**config.mk**
```make
export PLATFORM = sky130hd
export DESIGN_NAME = dec_scan_ctrl
export DESIGN_NICKNAME = d
export VERILOG_FILES = /design/src/rtl/dec_scan_ctrl.sv
export SDC_FILE = /design/constraint.sdc
export NUM_CORES = 1
export LEC_CHECK = 0
export ABC_AREA = 0
export CELL_PAD_IN_SITES_DETAIL_PLACEMENT = 1
export CELL_PAD_IN_SITES_GLOBAL_PLACEMENT = 1
export CORE_ASPECT_RATIO = 1.1
export CORE_MARGIN = 5
export CORE_UTILIZATION = 25
export DETAILED_ROUTE_END_ITERATION = 10
export GPL_TIMING_DRIVEN = 0
export PLACE_DENSITY_LB_ADDON = 0.1
export SLEW_MARGIN = 15
export SYNTH_ARGS = -nofsm -noshare
export SYNTH_HDL_FRONTEND = slang
export SYNTH_SLANG_ARGS = --single-unit
export TNS_END_PERCENT = 100
```
**constraint.sdc**
```tcl
create_clock -name Clock -period 3.2 [get_ports Clock]
set_input_delay 0.64 -clock Clock [delete_from_list [all_inputs] [get_ports Clock]]
set_output_delay 0.64 -clock Clock [all_outputs]
set_load 0.005 [all_outputs]
```
**src/rtl/dec_scan_ctrl.sv**
```systemverilog
// Scan sequencer for a 4-to-16 decoder: walks the enabled lines in ascending order,
// holding each for DWELL cycles with GAP blank cycles in between.
module dec_scan_ctrl #(
  parameter int unsigned DWELL = 4,
  parameter int unsigned GAP   = 1
) (
  input  logic        Clock,
  input  logic        Resetn,
  input  logic        Start,
  input  logic        Stop,
  input  logic        Continuous,
  input  logic [15:0] Mask,
  output logic [3:0]  W,
  output logic        Enable,
  output logic        Busy,
  output logic        Done
);

  localparam int unsigned CNT_MAX = (DWELL > GAP) ? DWELL : GAP;
  localparam int unsigned CNT_W   = (CNT_MAX > 1) ? $clog2(CNT_MAX) : 1;

  localparam logic [CNT_W-1:0] DWELL_LAST = CNT_W'(DWELL - 1);
  localparam logic [CNT_W-1:0] GAP_LAST   = CNT_W'((GAP > 0) ? GAP - 1 : 0);

  typedef enum logic [1:0] {
    ST_IDLE,
    ST_DWELL,
    ST_GAP
  } state_t;

  state_t           r_state;
  state_t           w_state_nxt;
  logic [CNT_W-1:0] r_cnt;
  logic [15:0]      r_mask;
  logic             r_cont;
  logic [3:0]       r_w;
  logic [3:0]       r_next_w;
  logic             r_enable;
  logic             r_busy;
  logic             r_done;

  logic [CNT_W-1:0] w_cnt_d;
  logic [15:0]      w_mask_d;
  logic             w_cont_d;
  logic [3:0]       w_w_d;
  logic [3:0]       w_next_w_d;
  logic             w_enable_d;
  logic             w_busy_d;
  logic             w_done_d;

  logic [4:0]       w_new_srch;
  logic [4:0]       w_nxt_srch;
  logic             w_new_any;
  logic [3:0]       w_new_idx;
  logic             w_next_any;
  logic [3:0]       w_next_idx;
  logic             w_advance;
  logic [3:0]       w_adv_idx;
  logic             w_dwell_end;
  logic             w_gap_end;
  logic             w_start_ok;

  // Lowest set index at or above floor_idx; bit 4 flags that one was found.
  function automatic logic [4:0] lowest_from(input logic [15:0] m, input logic [4:0] floor_idx);
    logic [4:0] res;
    res = '0;
    for (int i = 15; i >= 0; i--) begin
      if (m[i] && (i >= int'(floor_idx))) res = {1'b1, 4'(i)};
    end
    return res;
  endfunction

  always_comb begin
    w_new_srch = lowest_from(Mask, 5'd0);
    w_nxt_srch = lowest_from(r_mask, {1'b0, r_w} + 5'd1);
  end

  assign w_new_any   = w_new_srch[4];
  assign w_new_idx   = w_new_srch[3:0];
  assign w_next_any  = w_nxt_srch[4];
  assign w_next_idx  = w_nxt_srch[3:0];
  // A continuous sweep wraps by re-capturing the live Mask only when the current one is exhausted.
  assign w_advance   = w_next_any || (r_cont && w_new_any);
  assign w_adv_idx   = w_next_any ? w_next_idx : w_new_idx;
  assign w_dwell_end = (r_cnt == DWELL_LAST);
  assign w_gap_end   = (r_cnt == GAP_LAST);
  assign w_start_ok  = Start && !Stop;

  // NOTE: sequential state uses non-blocking assignments so every register samples pre-edge values.
  always_ff @(posedge Clock or negedge Resetn) begin
    if (!Resetn) begin
      r_state  <= ST_IDLE;
      r_cnt    <= '0;
      r_mask   <= '0;
      r_cont   <= 1'b0;
      r_w      <= '0;
      r_next_w <= '0;
      r_enable <= 1'b0;
      r_busy   <= 1'b0;
      r_done   <= 1'b0;
    end else begin
      r_state  <= w_state_nxt;
      r_cnt    <= w_cnt_d;
      r_mask   <= w_mask_d;
      r_cont   <= w_cont_d;
      r_w      <= w_w_d;
      r_next_w <= w_next_w_d;
      r_enable <= w_enable_d;
      r_busy   <= w_busy_d;
      r_done   <= w_done_d;
    end
  end

  always_comb begin
    w_state_nxt = r_state;
    case (r_state)
      ST_IDLE: begin
        if (w_start_ok && w_new_any) w_state_nxt = ST_DWELL;
      end
      ST_DWELL: begin
        if (Stop) begin
          w_state_nxt = ST_IDLE;
        end else if (w_dwell_end) begin
          if (!w_advance)   w_state_nxt = ST_IDLE;
          else if (GAP > 0) w_state_nxt = ST_GAP;
          else              w_state_nxt = ST_DWELL;
        end
      end
      ST_GAP: begin
        if (Stop)           w_state_nxt = ST_IDLE;
        else if (w_gap_end) w_state_nxt = ST_DWELL;
      end
      default: w_state_nxt = ST_IDLE;
    endcase
  end

  // NOTE: every signal gets a default before the case so no path leaves it unassigned (no latches).
  always_comb begin
    w_cnt_d    = r_cnt + CNT_W'(1);
    w_mask_d   = r_mask;
    w_cont_d   = r_cont;
    w_w_d      = r_w;
    w_next_w_d = r_next_w;
    w_enable_d = r_enable;
    w_busy_d   = r_busy;
    w_done_d   = 1'b0;
    case (r_state)
      ST_IDLE: begin
        w_cnt_d    = '0;
        w_w_d      = '0;
        w_enable_d = 1'b0;
        w_busy_d   = 1'b0;
        if (w_start_ok) begin
          w_mask_d = Mask;
          w_cont_d = Continuous;
          if (w_new_any) begin
            w_w_d      = w_new_idx;
            w_enable_d = 1'b1;
            w_busy_d   = 1'b1;
          end else begin
            w_done_d = 1'b1;
          end
        end
      end
      ST_DWELL: begin
        if (Stop) begin
          w_cnt_d    = '0;
          w_w_d      = '0;
          w_enable_d = 1'b0;
          w_busy_d   = 1'b0;
        end else if (w_dwell_end) begin
          w_cnt_d = '0;
          if (!w_next_any && r_cont) w_mask_d = Mask;
          if (!w_advance) begin
            w_w_d      = '0;
            w_enable_d = 1'b0;
            w_busy_d   = 1'b0;
            w_done_d   = 1'b1;
          end else if (GAP > 0) begin
            w_enable_d = 1'b0;
            w_next_w_d = w_adv_idx;
          end else begin
            w_w_d = w_adv_idx;
          end
        end
      end
      ST_GAP: begin
        if (Stop) begin
          w_cnt_d    = '0;
          w_w_d      = '0;
          w_enable_d = 1'b0;
          w_busy_d   = 1'b0;
        end else if (w_gap_end) begin
          w_cnt_d    = '0;
          w_w_d      = r_next_w;
          w_enable_d = 1'b1;
        end
      end
      default: begin
        w_cnt_d    = '0;
        w_w_d      = '0;
        w_enable_d = 1'b0;
        w_busy_d   = 1'b0;
      end
    endcase
  end

  assign W      = r_w;
  assign Enable = r_enable;
  assign Busy   = r_busy;
  assign Done   = r_done;

endmodule

```
==> results of run 1 <==
==> kinds of logic (layout without fill, tap and decap cells) <==
family / count (synthesis) / count (layout) / synth area share [%]
AOI/OAI and AO/OA: 119 / 119 / 34.80
adders and majority gates: 11 / 11 / 4.797
and+or+nand+nor: 115 / 115 / 21.89
muxes: 9 / 9 / 3.794
xor gates and xnor gates: 1 / 1 / 0.3053
DFF: 32 / 32 / 27.91
buffers and inverters: 36 / 76 / 6.497
==> worst max-delay path, cell delays in order <==
cell,delay [ps]
clkdlybuf4s50_1,540
nor4_2,420
nand4_2,230
and2_4,230
nor4_2,360
nand4_4,190
a21oi_4,260
mux2_4,320
==> per-layer routing <==
layer | vias to the layer above | global-route usage (%) | wire length [µm]
li1 | 1289 | - | -
met1 | 1315 | 20.98 | 4989
met2 | 28 | 23.32 | 4539
met3 | 8 | 2.071 | 179
met4 | 0 | 3.606 | 112
met5 | - | 0 | 0
==> cells in the mapped netlist (all sizes together), types with 6 or more instances <==
cell type   n
ha         11
o211ai     35
a21oi      15
inv        20
nand2      48
nor2       21
clkbuf      7
mux2        6
o21ai      11
buf         9
dfrtp      32
o21a        8
==> cell type report <==
type,instances,area [µm²]
clock inverters,1,5.005
repair buffers,33,322.8
plain buffers,16,117.6
flip-flops and latches,32,803.3
well taps,150,187.7
inverters,20,75.07
clock buffers,6,128.9
fillers,1320,7751
multi-input cells,255,1946
==> flip-flops by register name, indices dropped and copies added, names as in the netlist <==
signal / flops
Done: 1
W: 4
r_mask: 16
r_next_w: 4
Busy: 1
r_state: 2
Enable: 1
r_cont: 1
r_cnt: 2
==> final timing paths <==
| kind | slack, ps | end | cells after the start |
|---|---|---|---|
| setup / recovery | 170 | W[1] | 8 |
| hold / removal | 230 | r_cnt[0] | 1 |
| setup reg to reg | 180 | r_mask[10] | 13 |
| hold reg to reg | 520 | r_next_w[2] | 1 |
| max in group asynchronous | 2550 | r_mask[9] | 2 |
| min in group Clock | 520 | r_next_w[2] | 1 |
==> metrics by stage <==
stage	util (%)	hold WS (ps)	cell area [µm²]	setup WS, ps
after floorplan	-	344.4	2869	348.0
after global placement	29.35	498.1	3327	-256.0
after detailed placement	29.48	507.1	3342	-261.2
after CTS	31.08	226.8	3523	1.680
after global routing	31.63	243.4	3586	-16.82
final	31.63	226.6	3586	171.8
==> repair_timing <==
| action | in CTS | in global routing |
|---|---|---|
| pin swaps | 3 | 3 |
| gates resized for setup | 8 | 15 |
| endpoints found under the setup margin | 22 | 25 |
| buffers inserted | 3 | 2 |
==> power by group <==
group / internal [mW] / switching, mW / total (mW) / leakage, nW
sequential: 0.525 / 0.165 / 0.690 / 0.366
combinational: 0.535 / 0.666 / 1.20 / 0.999
clock: 0.283 / 0.175 / 0.457 / 0.0667
==> impl_metrics.csv, run 1 <==
group,metric,value,unit
run_status,status,"finished, final reports clean",
power,p_per_area,654.7,mW/mm²
critical_path,crit_path_max_fanout,5,
die,core-area,0.01134,mm²
grt,grt_pass1_wl,15820,µm
place,place_congestion,0.8041,
clock_tree,htree_levels,2,
sta,worst_pin_slew,1170,ps
synth,ys_ff_latch,32,
worst_hold_path,hold_class,"in -> async",
grt,grt.total_usage,14.66,%
synth,syn_area,0.002869,mm²
critical_path,cp-end-kind,"flip-flop",
routing,dr.pass1.iters,4,
clock_tree,cts_inserted_buffers,5,
clock_tree,cts_root_buf,"clkbuf_16",
sta,fin_crit_sh,94.63,%
clock_tree,cts.clk_slew.worst_paths,50,ps
power,leakagePower,1.432,nW
power,ir_drop,0.2366,mV
clock_tree,clk_path_buf_depth,2,
run,cap_violations,0,
routing,totalWireLength,9821,µm
sta,fmax,330.2,MHz
die,die_y,122.4,µm
synth,syn_avg_cell_area,8.882,µm²
routing,ant_nets,0,
cells_and_area,drive_above_1_share,24.24,%
cells_and_area,diodes,0,
clock_tree,clk_latency,280,ps
critical_path,timing.rr.start,"W[0]",
routing,wl_per_cell,19.14,µm
critical_path,startpoint,"Mask[2]",
cells_and_area,area_delta_synth_final,24.99,%
routing,vias,2640,
clock_tree,cts_tree,"built",
die,die_width,112.1,µm
synth,yosysSeqAreaShare,27.91,%
sta,slew-limit-headroom,19.98,%
power,p_total,2.348,mW
grt,globalRouteOverflowTotal,0,
cells_and_area,nets,395,
routing,drt-initial-drc-count,129,
synth,synth-edff-count,0,
grt,grt_pass1_vias,2776,
die,start_util,25.31,%
sta,period_needed,3028,ps
grt,antenna_found_initial,0,
critical_path,arrival,3190,ps
sta,drv_slew,0,
synth,synthTopCellsByArea,"dfrtp_1 (28%), o211ai_2 (9.2%), nand2_1 (6.1%)",
place,placed_cells,501,
die,die-area,0.01372,mm²
routing,via_per_inst,5.146,
die,io_pins,28,
synth,netlist_instances,323,
critical_path,critical_path.startpoint_type,"input port",
sta,setup_viol,0,
synth,yosys_warnings,0,
synth,synth_cell_types,78,
cells_and_area,final_common_cell,"nand2_1",
critical_path,worstSetupPathType,"in -> reg",
sta,skew,4.091,ps
routing,drc_errors,0,
synth,synth-main-ff-cell,"dfrtp_1",
synth,syn_nets,355,
clock_tree,cts_sinks,32,
place,io_buffers,27,
sta,fin_setup_tns,0,ps
synth,synth_top_area_share,27.91,%
place,dpl.hpwl,7637,µm
cells_and_area,final_cell_mix,"nand2_1 (46), dfrtp_1 (30), clkdlybuf4s50_1 (26), o211ai_2 (21), nor2_1 (20)",
synth,synthArstFlopShare,100.0,%
grt,grt_max_degree,24,
clock_tree,hold_buffers,0,
critical_path,cp.required,3360,ps
sta,finalHoldViolCount,0,
cells_and_area,final_cell_count_no_fill,513,
die,rows,41,
synth,yosysTopAreaCell,"dfrtp_1",
No activity file was read; power rests on OpenSTA's default activity.
==> run 2: changes to the inputs <==
--- a/config.mk
+++ b/config.mk
@@ -14,7 +14,6 @@
 export DETAILED_ROUTE_END_ITERATION = 10
 export GPL_TIMING_DRIVEN = 0
 export PLACE_DENSITY_LB_ADDON = 0.1
-export SLEW_MARGIN = 15
 export SYNTH_ARGS = -nofsm -noshare
 export SYNTH_HDL_FRONTEND = slang
 export SYNTH_SLANG_ARGS = --single-unit
==> impl_metrics.csv, run 2 (same netlist as run 1, synthesis figures left out) <==
group,metric,value,unit
critical_path,cp-end-kind,"flip-flop",
sta,period_needed,3043,ps
grt,grt_max_degree,33,
grt,grt_pass1_vias,2774,
run,cap_violations,0,
power,ir_drop,0.2275,mV
die,die_width,112.1,µm
cells_and_area,diodes,0,
routing,dr.pass1.iters,4,
sta,fin_crit_sh,95.10,%
place,place_ws,-255.8,ps
routing,via_per_inst,5.183,
cells_and_area,nets,395,
routing,wl_met2,4605,µm
worst_hold_path,hold_class,"in -> async",
die,core-area,0.01134,mm²
sta,setup_viol,0,
cells_and_area,final_cell_mix,"nand2_1 (46), dfrtp_1 (30), clkdlybuf4s50_1 (26), o211ai_2 (21)",
power,p_total,2.354,mW
clock_tree,clk_latency,280,ps
grt,globalRouteOverflowTotal,0,
cells_and_area,area_delta_synth_final,24.86,%
critical_path,startpoint,"W[0]",
critical_path,critical_path.startpoint_type,"flip-flop",
grt,antenna_found_initial,0,
cells_and_area,final_common_cell,"nand2_1",
routing,vias,2659,
cells_and_area,top_register,"r_mask",
critical_path,timing.rr.start,"W[0]",
place,place_congestion,0.8041,
power,leakagePower,1.432,nW
routing,highest_layer,"met4",
clock_tree,cts_sinks,32,
sta,slew-limit-headroom,22.77,%
cells_and_area,drive_above_1_share,24.52,%
sta,finalHoldViolCount,0,
sta,skew,4.818,ps
routing,ant_nets,0,
routing,wl_met3,179,µm
cells_and_area,largest_register_ffs,16,
routing,drc_errors,0,
critical_path,arrival,3240,ps
sta,drv_slew,0,
sta,worst_pin_slew,1129,ps
clock_tree,cts_root_buf,"clkbuf_16",
die,die-area,0.01372,mm²
grt,grt.total_usage,14.40,%
clock_tree,cts_inserted_buffers,5,
routing,drt-initial-drc-count,116,
run_status,status,"finished, final reports clean",
die,io_pins,28,
place,dpl.hpwl,7480,µm
clock_tree,hold_buffers,0,
sta,fmax,328.6,MHz
critical_path,cp.required,3400,ps
die,rows,41,
power,p_per_area,657.2,mW/mm²
routing,totalWireLength,9702,µm
grt,grt_pass1_wl,15550,µm
sta,fin_setup_tns,0,ps
place,io_buffers,27,
critical_path,ff2ff_path_depth,13,
clock_tree,cts.clk_slew.worst_paths,60,ps
clock_tree,htree_levels,2,
critical_path,worstSetupPathType,"reg -> reg",
routing,wl_per_cell,18.91,µm
critical_path,crit_path_max_fanout,10,
clock_tree,clk_path_buf_depth,2,
clock_tree,cts_tree,"built",
routing,m1WireLength,4791,µm
die,die_y,122.4,µm
sta,finalWorstSetupSlack,156.7,ps
die,start_util,25.31,%
-- run 2: timing repair --
action,CTS,global route
setup endpoints to repair,24,25
pin swaps,3,4
resized for setup,9,14
buffers inserted,3,3
-- run 2: worst max-delay path, stage by stage (launching register included) --
cell and delay, ps:
dfrtp_2 430, buf_6 170, inv_1 70, ha_1 270, buf_2 240, inv_1 130
a311oi_1 430, o221ai_2 200, nor3b_4 210, nand4_1 130, buf_2 260, buf_6 210
o211ai_2 110, o211ai_2 100
-- run 2: where the power goes --
group / internal [mW] / switching [mW]
logic: 0.534 / 0.662
clock network: 0.283 / 0.183
registers: 0.525 / 0.167
-- run 2: per-stage QoR --
| stage | std cells | utilization, % | hold WS, ps | instance area [µm²] |
|---|---|---|---|---|
| 2_1_floorplan | 323 | - | 344.4 | 2869 |
| 3_3_place_gp | 500 | 29.35 | 498.1 | 3327 |
| 3_5_place_dp | 500 | 29.30 | 506.9 | 3322 |
| 4_1_cts | 510 | 30.95 | 478.8 | 3508 |
| 5_1_grt | 513 | 31.60 | 526.2 | 3582 |
| 6_report | 513 | 31.60 | 446.6 | 3582 |
-- run 2: path summary, 6_finish.rpt --
kind / endpoint / slack (ps)
max: r_mask[10] / 160
min: r_cnt[0] / 450
max reg2reg: r_mask[10] / 160
min in group Clock: r_next_w[2] / 520
min reg2reg: r_next_w[2] / 520
max in group asynchronous: W[0] / 2200
-- run 2: layer usage --
layer  GRT usage (%)  vias to the layer above
met1           20.00                     1336
met5               0                        -
met3           2.022                        9
met4           3.757                        0
li1                -                     1291
met2           23.58                       23
-- run 2: cell type report --
cell class,count,area (µm²)
Fill cell,1319,7755
Multi-Input combinational cell,255,1957
Sequential cell,32,803.3
Timing Repair Buffer,33,310.3
Tap cell,150,187.7
Clock buffer,6,128.9
Buffer,16,115.1
Inverter,20,75.07
Clock inverter,1,5.005
==> patch, RTL diff (settings of run 2) <==
Make the reset (`Resetn`) synchronous in one clocked block.
--- a/src/rtl/dec_scan_ctrl.sv
+++ b/src/rtl/dec_scan_ctrl.sv
@@ -88,5 +88,5 @@
 
   // NOTE: sequential state uses non-blocking assignments so every register samples pre-edge values.
-  always_ff @(posedge Clock or negedge Resetn) begin
+  always_ff @(posedge Clock) begin
     if (!Resetn) begin
       r_state  <= ST_IDLE;
Check against the original RTL: differs if Resetn is asserted again (counterexample within 4 cycles, from zero or initial values and one cycle with Resetn low); with Resetn held inactive, the same outputs for 10 cycles.
==> patch against run 2 <==
Design area shrank 8.3%. Die area shrank 15%. Sequential power shrank 33%. Synthesized cell count shrank 3.1%. Total power shrank 36%. Area after synthesis shrank 16%. Utilization grew 3.3 points. Routed wire length shrank 15%. Sequential cell count is the same. Fmax shrank 4.7%. Cell count shrank 6.2%. Critical path depth shrank 2. Worst setup slack lost 0.15 ns. Critical endpoint is now Busy$_SDFFE_PN0P_.
==> patch: results (changes against run 2) <==
global_route:
  grt_max_degree: 12  # -64%
  use_met2_pct: 22.15  # -1.4 points
  track_usage_pct: 13.74  # -0.67 points
  grt_pass1_vias: 2466  # -11%
  use_met1_pct: 19.35  # -0.65 points
  grt_first_pass_wirelength_mm: 13.34  # -14%
  gr-usage-met3_pct: 1.997  # -0.025 points
synth:
  synth-seq-area-share_pct: 26.58  # -1.3 points
  async_flop_share_pct: 0  # -100 points
  ys_types: 63  # -19%
  synthTopCellsByArea: "dfxtp_1 27%, nand2_1 8.9%, mux2i_1 6.6%, ha_1 5.7%, a21oi_1 3.9%"
  syn_avg_cell_area_um2: 7.699  # -13%
  synth_top_cells_by_count: "57 x nand2_1, 32 x dfxtp_1, 19 x a21oi_1, 19 x inv_1, 19 x nor2_1"
  ys.flop_type: "dfxtp_1"
  syn-num-nets: 345  # -2.8%
cells_and_area:
  fill_cells: 1125  # -15%
  area_delta_synth_final_pct: 36.24
  final_cells: 481  # -6.2%
  nets: 395  # unchanged
  drive_above_1_share_pct: 19.51  # -5.0 points
setup_path:
  cp_max_fo: 5  # -5
  critical_path.endpoint: "Busy$_SDFFE_PN0P_"
  crit_arrival_ns: 3.41  # +0.17 ns
  reg2reg_depth: 11  # -2
  regToRegSetupSlack_ns: 0.007  # -0.15 ns
  crit_start: "W[0]$_SDFFE_PN0P_"
status:
  status: "completed"
clocking:
  cts-root-buf: "clkbuf_8"
  path_clk_slew_ns: 0.08  # +0.02 ns
  clockBufferDepth: 2  # unchanged
  cts-htree-levels: 2  # unchanged
detailed_routing:
  wl_met1_mm: 4.133  # -14%
  vias: 2437  # -8.3%
  routed.top_layer: "met4"
  drt_iter0_drc: 60  # -48%
  drt-total-wl_mm: 8.281  # -15%
  wl_met2_mm: 3.926  # -15%
  wl_met3_um: 168  # -6.1%
timing:
  setup_viol: 0  # unchanged
  max_slew.worst_pin.slew_ns: 0.6710  # -0.4583 ns
  hold_slack_ns: 0.4696  # +0.02294 ns
  final.setup_skew_ns: 0.01585  # +0.01104 ns
placement:
  placed_cells: 456  # -8.8%
  place_congestion: 0.7604  # -5.4%
  portBuffers: 26  # -3.7%
  placed_cell_area_um2: 2816  # -15%
  dp_hpwl_mm: 6.403  # -14%
worst_hold_path:
  hold_path_end: "Enable$_SDFFE_PN0P_"
  worstHoldPathCells: 2
  hold_path.class: "flip-flop to flip-flop"
power_and_ir_drop:
  ir_drop_v: 0.0001615  # -29%
  p_leak_nw: 1.307  # -8.8%
[patch: area by class of cell]
class                           instances  area share [%]
Clock inverter                          1          0.9146
Clock buffer                            7           2.934
Multi-Input combinational cell        248           55.07
Tap cell                              117           4.459
Timing Repair Buffer                   44           12.27
Sequential cell                        32           19.74
Buffer                                 13           2.363
Inverter                               19           2.248
[patch: cell families after synthesis]
| family | share of synthesized area (%) |
|---|---|
| AND/OR/NAND/NOR | 27.05 |
| AO/OA/AOI/OAI | 27.42 |
| buffers and inverters | 5.763 |
| flip-flops | 26.58 |
| multiplexers | 7.113 |
| adder cells (fa/ha/maj) | 5.711 |
| XOR/XNOR | 0.3635 |
[patch: metrics by stage]
step                setup slack [ns]  total power, W
floorplan                     0.1445       0.0008014
global placement             -0.5988       0.0009730
detailed placement           -0.6164       0.0009737
CTS                          0.01992        0.001460
global route                -0.05162        0.001602
finish                      0.007341        0.001517
[patch: repair_timing]
| action | in CTS | in global routing |
|---|---|---|
| buffers inserted | 6 | 12 |
| resized for setup | 25 | 22 |
| endpoints found under the setup margin | 27 | 26 |
| pin swaps | 5 | 10 |
[patch: where the power goes]
| group | switching [W] | leakage, nW | internal, W |
|---|---|---|---|
| Clock | 0.000155 | 0.0645 | 0.000275 |
| Sequential | 0.0000344 | 0.262 | 0.000430 |
| Combinational | 0.000343 | 0.981 | 0.000280 |
| Total | 0.000532 | 1.31 | 0.000985 |
[patch: worst max-delay path: stages, from the launching register on]
cell and delay (ns):
dfxtp_4 0.35, buf_6 0.12, inv_4 0.05, ha_4 0.19, buf_6 0.12, or3_4 0.43
o21ai_4 0.17, a41oi_4 0.18, or4b_4 0.56, o41a_1 0.41, or3_1 0.40, a21oi_2 0.15
